File: src/rtl/pipe_ctrl_pkg.sv
// Shared types and helpers for the pipeline stall/flush sequencer.
// Gateway bit positions are common to the stall and flash vectors.
package pipe_ctrl_pkg;

    typedef logic bool_t;
    localparam bool_t TRUE  = 1'b1;
    localparam bool_t FALSE = 1'b0;

    typedef enum logic [1:0] {
        RUN   = 2'd0,
        DRAIN = 2'd1,
        REDIR = 2'd2
    } ctrl_state_t;

    localparam int GW_IF_ID  = 0;
    localparam int GW_ID_EX  = 1;
    localparam int GW_EX_MEM = 2;
    localparam int GW_MEM_WB = 3;

    typedef struct packed {
        logic       pc_stall;
        logic [3:0] stall;
        logic [3:0] flash;
    } gw_ctrl_t;

    // The oldest stalled stage wins: everything younger holds and a bubble
    // is inserted into the gateway right after the stalled stage.
    function automatic gw_ctrl_t stall_decode(input logic [3:0] req);
        gw_ctrl_t d;
        d = '0;
        if (req[3]) begin
            d.pc_stall           = 1'b1;
            d.stall              = 4'b0111;
            d.flash[GW_MEM_WB]   = 1'b1;
        end else if (req[2]) begin
            d.pc_stall           = 1'b1;
            d.stall              = 4'b0011;
            d.flash[GW_EX_MEM]   = 1'b1;
        end else if (req[1]) begin
            d.pc_stall           = 1'b1;
            d.stall              = 4'b0001;
            d.flash[GW_ID_EX]    = 1'b1;
        end else if (req[0]) begin
            d.pc_stall           = 1'b1;
            d.stall              = 4'b0000;
            d.flash[GW_IF_ID]    = 1'b1;
        end else begin
            d = '0;
        end
        return d;
    endfunction

endpackage

File: src/rtl/pipe_ctrl_stall_watchdog.sv
// Counts consecutive PC-hold cycles and raises a sticky flag once the
// count reaches WD_LIMIT.
module pipe_ctrl_stall_watchdog
    import pipe_ctrl_pkg::*;
#(
    parameter int WD_LIMIT = 1024
) (
    input  logic clk,
    input  logic rst_n,
    input  logic pc_stall,
    output logic wd_timeout
);

    localparam int CNT_W = $clog2(WD_LIMIT + 1);
    localparam logic [CNT_W-1:0] LIMIT_C = CNT_W'(WD_LIMIT);
    localparam logic [CNT_W-1:0] ONE_C   = CNT_W'(1);

    logic [CNT_W-1:0] count_r;
    logic [CNT_W-1:0] count_next_s;
    logic             timeout_r;

    // Next count: clear on any free-running cycle, saturate at the limit.
    always_comb begin
        count_next_s = count_r;
        if (!pc_stall) begin
            count_next_s = '0;
        end else if (count_r == LIMIT_C) begin
            count_next_s = count_r;
        end else begin
            count_next_s = count_r + ONE_C;
        end
    end

    // Counter and sticky timeout flag.
    always_ff @(posedge clk or negedge rst_n) begin
        if (!rst_n) begin
            count_r   <= '0;
            timeout_r <= FALSE;
        end else begin
            count_r   <= count_next_s;
            timeout_r <= timeout_r | (count_next_s == LIMIT_C);
        end
    end

    assign wd_timeout = timeout_r;

endmodule

File: src/rtl/pipe_ctrl.sv
// Central stall/flush sequencer: per-gateway stall/flash, PC hold,
// fetch redirect on mispredict/exception, and a stall watchdog.
module pipe_ctrl
    import pipe_ctrl_pkg::*;
#(
    parameter int ADDR_W   = 32,
    parameter int WD_LIMIT = 1024
) (
    input  logic              clk,
    input  logic              rst_n,
    input  logic              req_if_stall,
    input  logic              req_id_stall,
    input  logic              req_ex_stall,
    input  logic              req_mem_stall,
    input  logic              br_mispredict,
    input  logic [ADDR_W-1:0] br_target,
    input  logic              exc_valid,
    input  logic [ADDR_W-1:0] exc_pc,
    input  logic              fetch_ready,
    output logic              pc_stall,
    output logic [3:0]        stall,
    output logic [3:0]        flash,
    output logic              redirect_valid,
    output logic [ADDR_W-1:0] redirect_pc,
    output logic              wd_timeout
);

    ctrl_state_t       state_r;
    ctrl_state_t       state_next_s;
    gw_ctrl_t          dec_s;
    logic [3:0]        flash_s;
    logic              pc_stall_s;
    bool_t             latch_s;
    logic [ADDR_W-1:0] latch_pc_s;
    logic              redirect_valid_r;
    logic [ADDR_W-1:0] redirect_pc_r;

    // Stall decode, event resolution and next-state selection.
    always_comb begin
        dec_s        = stall_decode({req_mem_stall, req_ex_stall,
                                     req_id_stall, req_if_stall});
        state_next_s = state_r;
        flash_s      = dec_s.flash;
        pc_stall_s   = dec_s.pc_stall;
        latch_s      = FALSE;
        latch_pc_s   = '0;

        case (state_r)
            RUN: begin
                if (exc_valid) begin
                    latch_s    = TRUE;
                    latch_pc_s = exc_pc;
                    if (req_mem_stall) begin
                        state_next_s = DRAIN;
                    end else begin
                        flash_s      = 4'b1111;
                        state_next_s = REDIR;
                    end
                end else if (br_mispredict && !req_ex_stall && !req_mem_stall) begin
                    flash_s[GW_ID_EX:GW_IF_ID] = 2'b11;
                    latch_s      = TRUE;
                    latch_pc_s   = br_target;
                    state_next_s = REDIR;
                end else begin
                    state_next_s = RUN;
                end
            end
            DRAIN: begin
                // Hold off the full flush until the dcache transaction retires.
                if (!req_mem_stall) begin
                    flash_s      = 4'b1111;
                    state_next_s = REDIR;
                end else begin
                    state_next_s = DRAIN;
                end
            end
            REDIR: begin
                pc_stall_s         = 1'b1;
                flash_s[GW_IF_ID]  = 1'b1;
                if (exc_valid) begin
                    latch_s    = TRUE;
                    latch_pc_s = exc_pc;
                    flash_s    = 4'b1111;
                    if (req_mem_stall) begin
                        state_next_s = DRAIN;
                    end else begin
                        state_next_s = REDIR;
                    end
                end else if (fetch_ready) begin
                    state_next_s = RUN;
                end else begin
                    state_next_s = REDIR;
                end
            end
            default: begin
                flash_s      = 4'b1111;
                pc_stall_s   = 1'b1;
                state_next_s = RUN;
            end
        endcase

        // Keep the whole pipe flushed and the PC frozen while in reset.
        if (!rst_n) begin
            flash_s    = 4'b1111;
            pc_stall_s = 1'b1;
        end else begin
            pc_stall_s = pc_stall_s;
        end
    end

    // State, redirect request and latched redirect target.
    always_ff @(posedge clk or negedge rst_n) begin
        if (!rst_n) begin
            state_r          <= RUN;
            redirect_valid_r <= 1'b0;
            redirect_pc_r    <= '0;
        end else begin
            state_r          <= state_next_s;
            redirect_valid_r <= (state_next_s == REDIR);
            if (latch_s) begin
                redirect_pc_r <= latch_pc_s;
            end else begin
                redirect_pc_r <= redirect_pc_r;
            end
        end
    end

    pipe_ctrl_stall_watchdog #(
        .WD_LIMIT (WD_LIMIT)
    ) u_watchdog (
        .clk        (clk),
        .rst_n      (rst_n),
        .pc_stall   (pc_stall_s),
        .wd_timeout (wd_timeout)
    );

    assign flash          = flash_s;
    assign stall          = dec_s.stall & ~flash_s;
    assign pc_stall       = pc_stall_s;
    assign redirect_valid = redirect_valid_r;
    assign redirect_pc    = redirect_pc_r;

endmodule

File: config.mk
export PLATFORM = sky130hd
export DESIGN_NAME = pipe_ctrl
export DESIGN_NICKNAME = d
export VERILOG_FILES = /design/src/rtl/pipe_ctrl_pkg.sv /design/src/rtl/pipe_ctrl_stall_watchdog.sv /design/src/rtl/pipe_ctrl.sv
export SDC_FILE = /design/constraint.sdc
export NUM_CORES = 1
export LEC_CHECK = 0
export CORE_ASPECT_RATIO = 1.4
export CORE_MARGIN = 8
export CORE_UTILIZATION = 35
export CTS_BUF_LIST = sky130_fd_sc_hd__clkbuf_4 sky130_fd_sc_hd__clkbuf_8 sky130_fd_sc_hd__clkbuf_16
export DETAILED_ROUTE_END_ITERATION = 10
export GPL_ROUTABILITY_DRIVEN = 0
export PLACE_DENSITY = 0.69
export SYNTH_ARGS = -nofsm -noshare
export SYNTH_HDL_FRONTEND = slang
export SYNTH_SLANG_ARGS = --single-unit
File: constraint.sdc
create_clock -name clk -period 2.2 [get_ports clk]
set_input_delay 0.44 -clock clk [delete_from_list [all_inputs] [get_ports clk]]
set_output_delay 0.44 -clock clk [all_outputs]
set_load 0.03 [all_outputs]
Word level (Yosys, flattened, before mapping)
Cells that the tools add are included.
{"block": "word_totals", "register_bits": 47, "inputBits": 73, "out_inout_bits": 43}
{"block": "op_classes", "addsub": 1, "n_eq_ne": 5, "n_mux": 35, "n_bitwise": 3, "n_reduce_logical": 6}
{"operator": "$mux W32", "count": 3}
{"operator": "$pmux W32 S2", "count": 1}
{"operator": "$eq A11 B11 Y1 const B", "count": 2}
{"operator": "$mux W11", "count": 2}
{"operator": "$mux W2", "count": 9}
{"operator": "$mux W5", "count": 3}
{"operator": "$mux W4", "count": 3}
{"operator": "$pmux W4 S3", "count": 1}
{"operator": "$add A11 B1 Y11 const B", "count": 1}
{"operator": "$mux W1", "count": 9}
{"operator": "$mux W6", "count": 1}
{"operator": "$pmux W2 S3", "count": 1}
{"operator": "$and A4 B4 Y4", "count": 1}
{"operator": "$eq A2 B2 Y1 const B", "count": 2}
{"operator": "$not A4 Y4", "count": 1}
{"operator": "$mux W3", "count": 1}
{"operator": "$eq A2 B1 Y1 const B", "count": 1}
{"operator": "$logic_and A1 B1 Y1", "count": 2}
{"operator": "$logic_not A1 Y1", "count": 2}
{"operator": "$logic_not A2 Y1", "count": 1}
{"operator": "$pmux W1 S2", "count": 1}
{"operator": "$reduce_or A2 Y1", "count": 1}
{"operator": "$or A1 B1 Y1", "count": 1}

Depth between registers and ports, before layout
{"block": "depth", "ltp_word": 10, "mapped_depth": 7, "depth_no_buf": 7}

By module
A second synthesis with hierarchy kept.
{"block": "unflattened", "cells_unflattened": 295, "hier_area_um2": 2742.6}
{"module": "pipe_ctrl", "instances": 1, "cells_per_inst": 219, "area_each_um2": 2010.7, "seq_area_each_um2": 875.8}
{"module": "pipe_ctrl_stall_watchdog", "instances": 1, "cells_per_inst": 76, "area_each_um2": 732.0, "seq_area_each_um2": 300.3}

Worst setup path after synthesis
OpenSTA, ideal clock, no wires.
{"block": "synth_path", "path_kind": "input to output", "from": "in exc_valid", "to": "out stall[1]", "arrival_time_ns": 1.867, "t_required_ns": 1.760, "path_slack_ns": -0.107, "path_stages": 6, "n_path_buf": 1, "path_cell_list": "clkbuf_1 or2_2 nand2_1 nand2_1 a211o_1 nor2_1"}
{"block": "synth_via", "elab_chain_len": 5}
{"element": "start: declaration", "line_no": "pipe_ctrl.sv:17", "rtl": "input logic exc_valid,"}
{"element": "$mux W4 or $mux W2 (tied branches)", "line_no": "pipe_ctrl.sv:80, pipe_ctrl.sv:50"}
{"element": "$pmux W4 S3 *", "line_no": "pipe_ctrl.sv:48", "rtl": "case (state_r)"}
{"element": "$mux W4 *", "line_no": "pipe_ctrl.sv:103", "rtl": "if (!rst_n) begin"}
{"element": "net flash[1]", "line_no": "pipe_ctrl.sv:22", "rtl": "output logic [3:0] flash,"}
{"element": "$not A4 Y4 *", "line_no": "pipe_ctrl.sv:138", "rtl": "assign stall = dec_s.stall & ~flash_s;"}
{"element": "$and A4 B4 Y4 *", "line_no": "pipe_ctrl.sv:138"}
{"element": "end: declaration", "line_no": "pipe_ctrl.sv:21", "rtl": "output logic [3:0] stall,"}
Mark *: on every way through the listed nets, which the timed path passes. The rest lies on a longest branch.

Worst setup path in the final report
{"block": "layout_path", "from": "in req_id_stall", "to": "out stall[0]"}
{"block": "layout_via", "elab_chain_len": 9}
{"element": "start: declaration", "line_no": "pipe_ctrl.sv:12", "rtl": "input logic req_id_stall,"}
{"element": "$mux W1", "line_no": "pipe_ctrl_pkg.sv:39", "rtl": "end else if (req[1]) begin"}
{"element": "$mux W2", "line_no": "pipe_ctrl_pkg.sv:35", "rtl": "end else if (req[2]) begin"}
{"element": "$mux W3", "line_no": "pipe_ctrl_pkg.sv:31", "rtl": "if (req[3]) begin"}
{"element": "$mux W2 or $mux W4 (tied branches)", "line_no": "pipe_ctrl.sv:59, pipe_ctrl.sv:53, pipe_ctrl.sv:70"}
{"element": "$mux W2", "line_no": "pipe_ctrl.sv:50", "rtl": "if (exc_valid) begin"}
{"element": "$pmux W4 S3", "line_no": "pipe_ctrl.sv:48"}
{"element": "$mux W4", "line_no": "pipe_ctrl.sv:103"}
{"element": "$not A4 Y4", "line_no": "pipe_ctrl.sv:138"}
{"element": "$and A4 B4 Y4 *", "line_no": "pipe_ctrl.sv:138"}
Mark *: on every way between the ends. The rest lies on a longest branch, timed or not.

==> reports/results.tsv <==
stage	metric	value	unit
yosys	synth top area cells	dfrtp_1 (45%), mux2i_1 (12%), a22oi_1 (9.3%)	
pwr	Net Sw Frac	38.22	%
place	Post-Place Setup Slack	-0.4716	ns
pwr	Sequential Power Share	41.6	%
timing	worst slew pin tran	0.6011	ns
global_route	Remaining Overflow, GRT	0	
yosys	number of synthesized register bits	47	
yosys	number of cells produced by synthesis	258	
job	# Max-Cap Violations	0	
clocking	CTS tree	yes	
route	vias per cell	5.167	
floorplan	DIE HEIGHT	117.9	um
critical_path	Worst Setup End Kind	output pin	
critical_path	Reg2Reg Capture Point	redirect_pc[19]$_DFFE_PN0P_	
pwr	Switch Pwr	1.218	mW
route	Routed WL	8.195	mm
route	Routed Antenna Nets	0	
critical_path	CP max FO	3	
yosys	synthesized area per cell	10.06	um2
cells_and_area	area of the multi-input gates	1318	um2
critical_path	Req. time, crit path	1.76	ns
timing	Max Clock Freq	0.4740	GHz
pwr	clock power share	16.7	%
critical_path	crit path launch type	input pin	
route	DR iter-0 viols	128	
critical_path	Register-to-Register Path Depth	5	
cells_and_area	fillers	702	
cells_and_area	most frequent cells in the layout	clkdlybuf4s50_1 (102), dfrtp_1 (47), o21ai_0 (34)	
critical_path	CP arrival	1.67	ns
cells_and_area	ratio of cells with drive above 1 in the final layout	12.27	%
place	number of I/O port buffers	114	
global_route	first-pass GRT wire length	13.21	mm
clocking	worst-case clock buffer depth	2	
cells_and_area	area grow syn2layout	53.78	%
yosys	Post-Syn Area	2596	um2
clocking	worst-skew pair later-pin latency	0.30	ns
status	outcome	completed	
timing	Rel. slew slack	59.93	%
timing	final setup fails	0	
critical_path	flop2flop setup slack	0.31	ns
route	drt first pass iters	4	
timing	Final WS setup	0.09028	ns
route	DRC Markers	0	
route	Routed wire per std cell	17.33	um
cells_and_area	register area	1176	um2
route	via count	2444	
yosys	top cell type's share of synthesized area	45.30	%
floorplan	DIE WIDTH	88.79	um
place	Cell Area, Placed	3889	um2
yosys	Synth area leader	dfrtp_1	
timing	Fin. Hold Viols	0	
global_route	largest net degree at the start of global routing	36	
floorplan	Core Box Area	7268	um2
cells_and_area	commonest non-fill, non-tap cell in the layout	clkdlybuf4s50_1	
floorplan	die area	10470	um2
yosys	Yosys cell types	40	
global_route	initial antenna violation count	1	
clocking	CTS Root Cell	clkbuf_8	
yosys	Syn. warnings	0	
floorplan	Row Count	37	
critical_path	CP Class	input pin to output pin	
pwr	Internal	1.969	mW
min_path	Hold WC Path Type	input pin to asynchronous set/reset pin	
clocking	# clock sinks	47	
pwr	PD cells	798.4	nW/um2
yosys	fraction of registers with async set/reset	100.0	%
global_route	gr usage total	15.90	%
pwr	Pleak	1.577	nW
yosys	Net Count, Synth	333	
timing	Slew Limit Fails	0	
global_route	vias in the first global route	2631	
yosys	Top FF cell, synth	dfrtp_1	
timing	crit path time final	2.110	ns
clocking	CTS buffer count	5	
floorplan	io pins	116	
yosys	sequential share of the synthesized area	45.30	%
clocking	clock slew at reported path FFs	0.08	ns
place	Final HPWL DP	6.230	mm
yosys	number of synthesized flops with an enable pin	0	
critical_path	worst r2r src	state_r[0]$_DFF_PN0_	
timing	worst clock skew	0.007784	ns
cells_and_area	post-route cell area	3993	um2
pwr	Comb pwr share	41.7	%
timing	unrepaired setup endpoints after global routing	no	
floorplan	initial core utilization	35.72	%
timing	crit share post-route	95.90	%
cells_and_area	nets	449	
clocking	H-tree depth	2	
pwr	largest vdd supply drop	0.0003164	V
-- flip-flops by register name (all words and copies together) (netlist names) --
name                   cells
u_watchdog.count_r        11
redirect_valid             1
redirect_pc               32
state_r                    2
u_watchdog.wd_timeout      1
-- synth_stat cells, types with 2 or more instances --
cell	count
clkbuf_1	14
mux2i_1	32
nand2_1	9
o21ai_0	34
a22oi_1	32
buf_4	4
nand3_1	5
xor2_1	4
inv_1	5
dfrtp_1	47
a21oi_1	6
nor3_1	3
nand2b_1	2
nor2_1	18
nor2b_1	3
and3_1	2
a221oi_1	2
ha_1	2
buf_6	2
buf_2	3
xnor2_1	8
nor4b_2	2
nor4_1	2
-- timing repair --
item	CTS	global route
gates resized for setup	19	3
pin swaps	1	2
endpoints found under the hold margin	0	0
setup buffers	1	0
hold buffers	0	0
endpoints found under the setup margin	6	2
-- worst max path at each step --
stage | from | slack, ns | end | depth (start not counted)
finish | req_id_stall | 0.09 | stall[0] | 7
global route | req_id_stall | 0.0003 | stall[0] | 7
CTS | state_r[0]$_DFF_PN0_ | 0.005 | stall[1] | 7
detailed placement | exc_valid | -0.47 | flash[1] | 6
global placement | exc_valid | -0.46 | flash[1] | 6
floorplan | req_ex_stall | 0.01 | stall[1] | 6
-- power groups by stage --
stage	Clock, mW	Sequential, mW	Combinational, mW
finish	0.531	1.33	1.33
CTS	0.558	1.33	1.35
global route	0.589	1.37	1.45
global placement	0	1.33	1.32
floorplan	0	1.46	0.679
detailed placement	0	1.35	1.34
-- cells by family after synthesis --
group | Yosys count | synth area share, %
other cells | 1 | 0.1444
buf+inv | 28 | 5.349
simple gates | 55 | 12.19
mux | 32 | 12.34
compound gates | 81 | 19.66
fa+ha+maj | 2 | 0.9637
xor+xnor | 12 | 4.048
flops | 47 | 45.30
-- worst max-delay path, stage by stage --
cell and delay, ns:
clkdlybuf4s50_1 0.49, inv_1 0.08, a21oi_2 0.14, o21a_1 0.12, o21bai_1 0.08, a21oi_1 0.14, buf_4 0.18
-- area by class of cell --
class | instances | area share, %
Multi-Input combinational cell | 183 | 33.00
Timing Repair Buffer | 132 | 31.75
Sequential cell | 47 | 29.46
Tap cell | 97 | 3.040
Clock buffer | 7 | 2.100
Inverter | 5 | 0.4701
Clock inverter | 1 | 0.1254
Antenna cell | 1 | 0.06268
-- per-stage QoR --
step | cells | util [%] | total power [mW] | hold slack (ns) | setup TNS (ns)
5_1_grt | 473 | 54.93 | 3.409 | 0.1708 | 0
3_5_place_dp | 464 | 53.50 | 2.687 | 0.4705 | -8.261
2_1_floorplan | 258 | - | 2.142 | 0.1444 | 0
3_3_place_gp | 464 | 53.50 | 2.653 | 0.4515 | -6.934
4_1_cts | 473 | 54.83 | 3.233 | 0.1608 | 0
6_report | 473 | 54.93 | 3.188 | 0.1583 | 0
-- layer usage --
metal,GRT usage (%),up-vias,wire (um)
met3,3.494,8,390
met5,0,-,0
met4,4.463,0,100
li1,-,1166,-
met2,29.73,61,4635
met1,16.65,1209,3068
(Power assumes the default switching activity.)
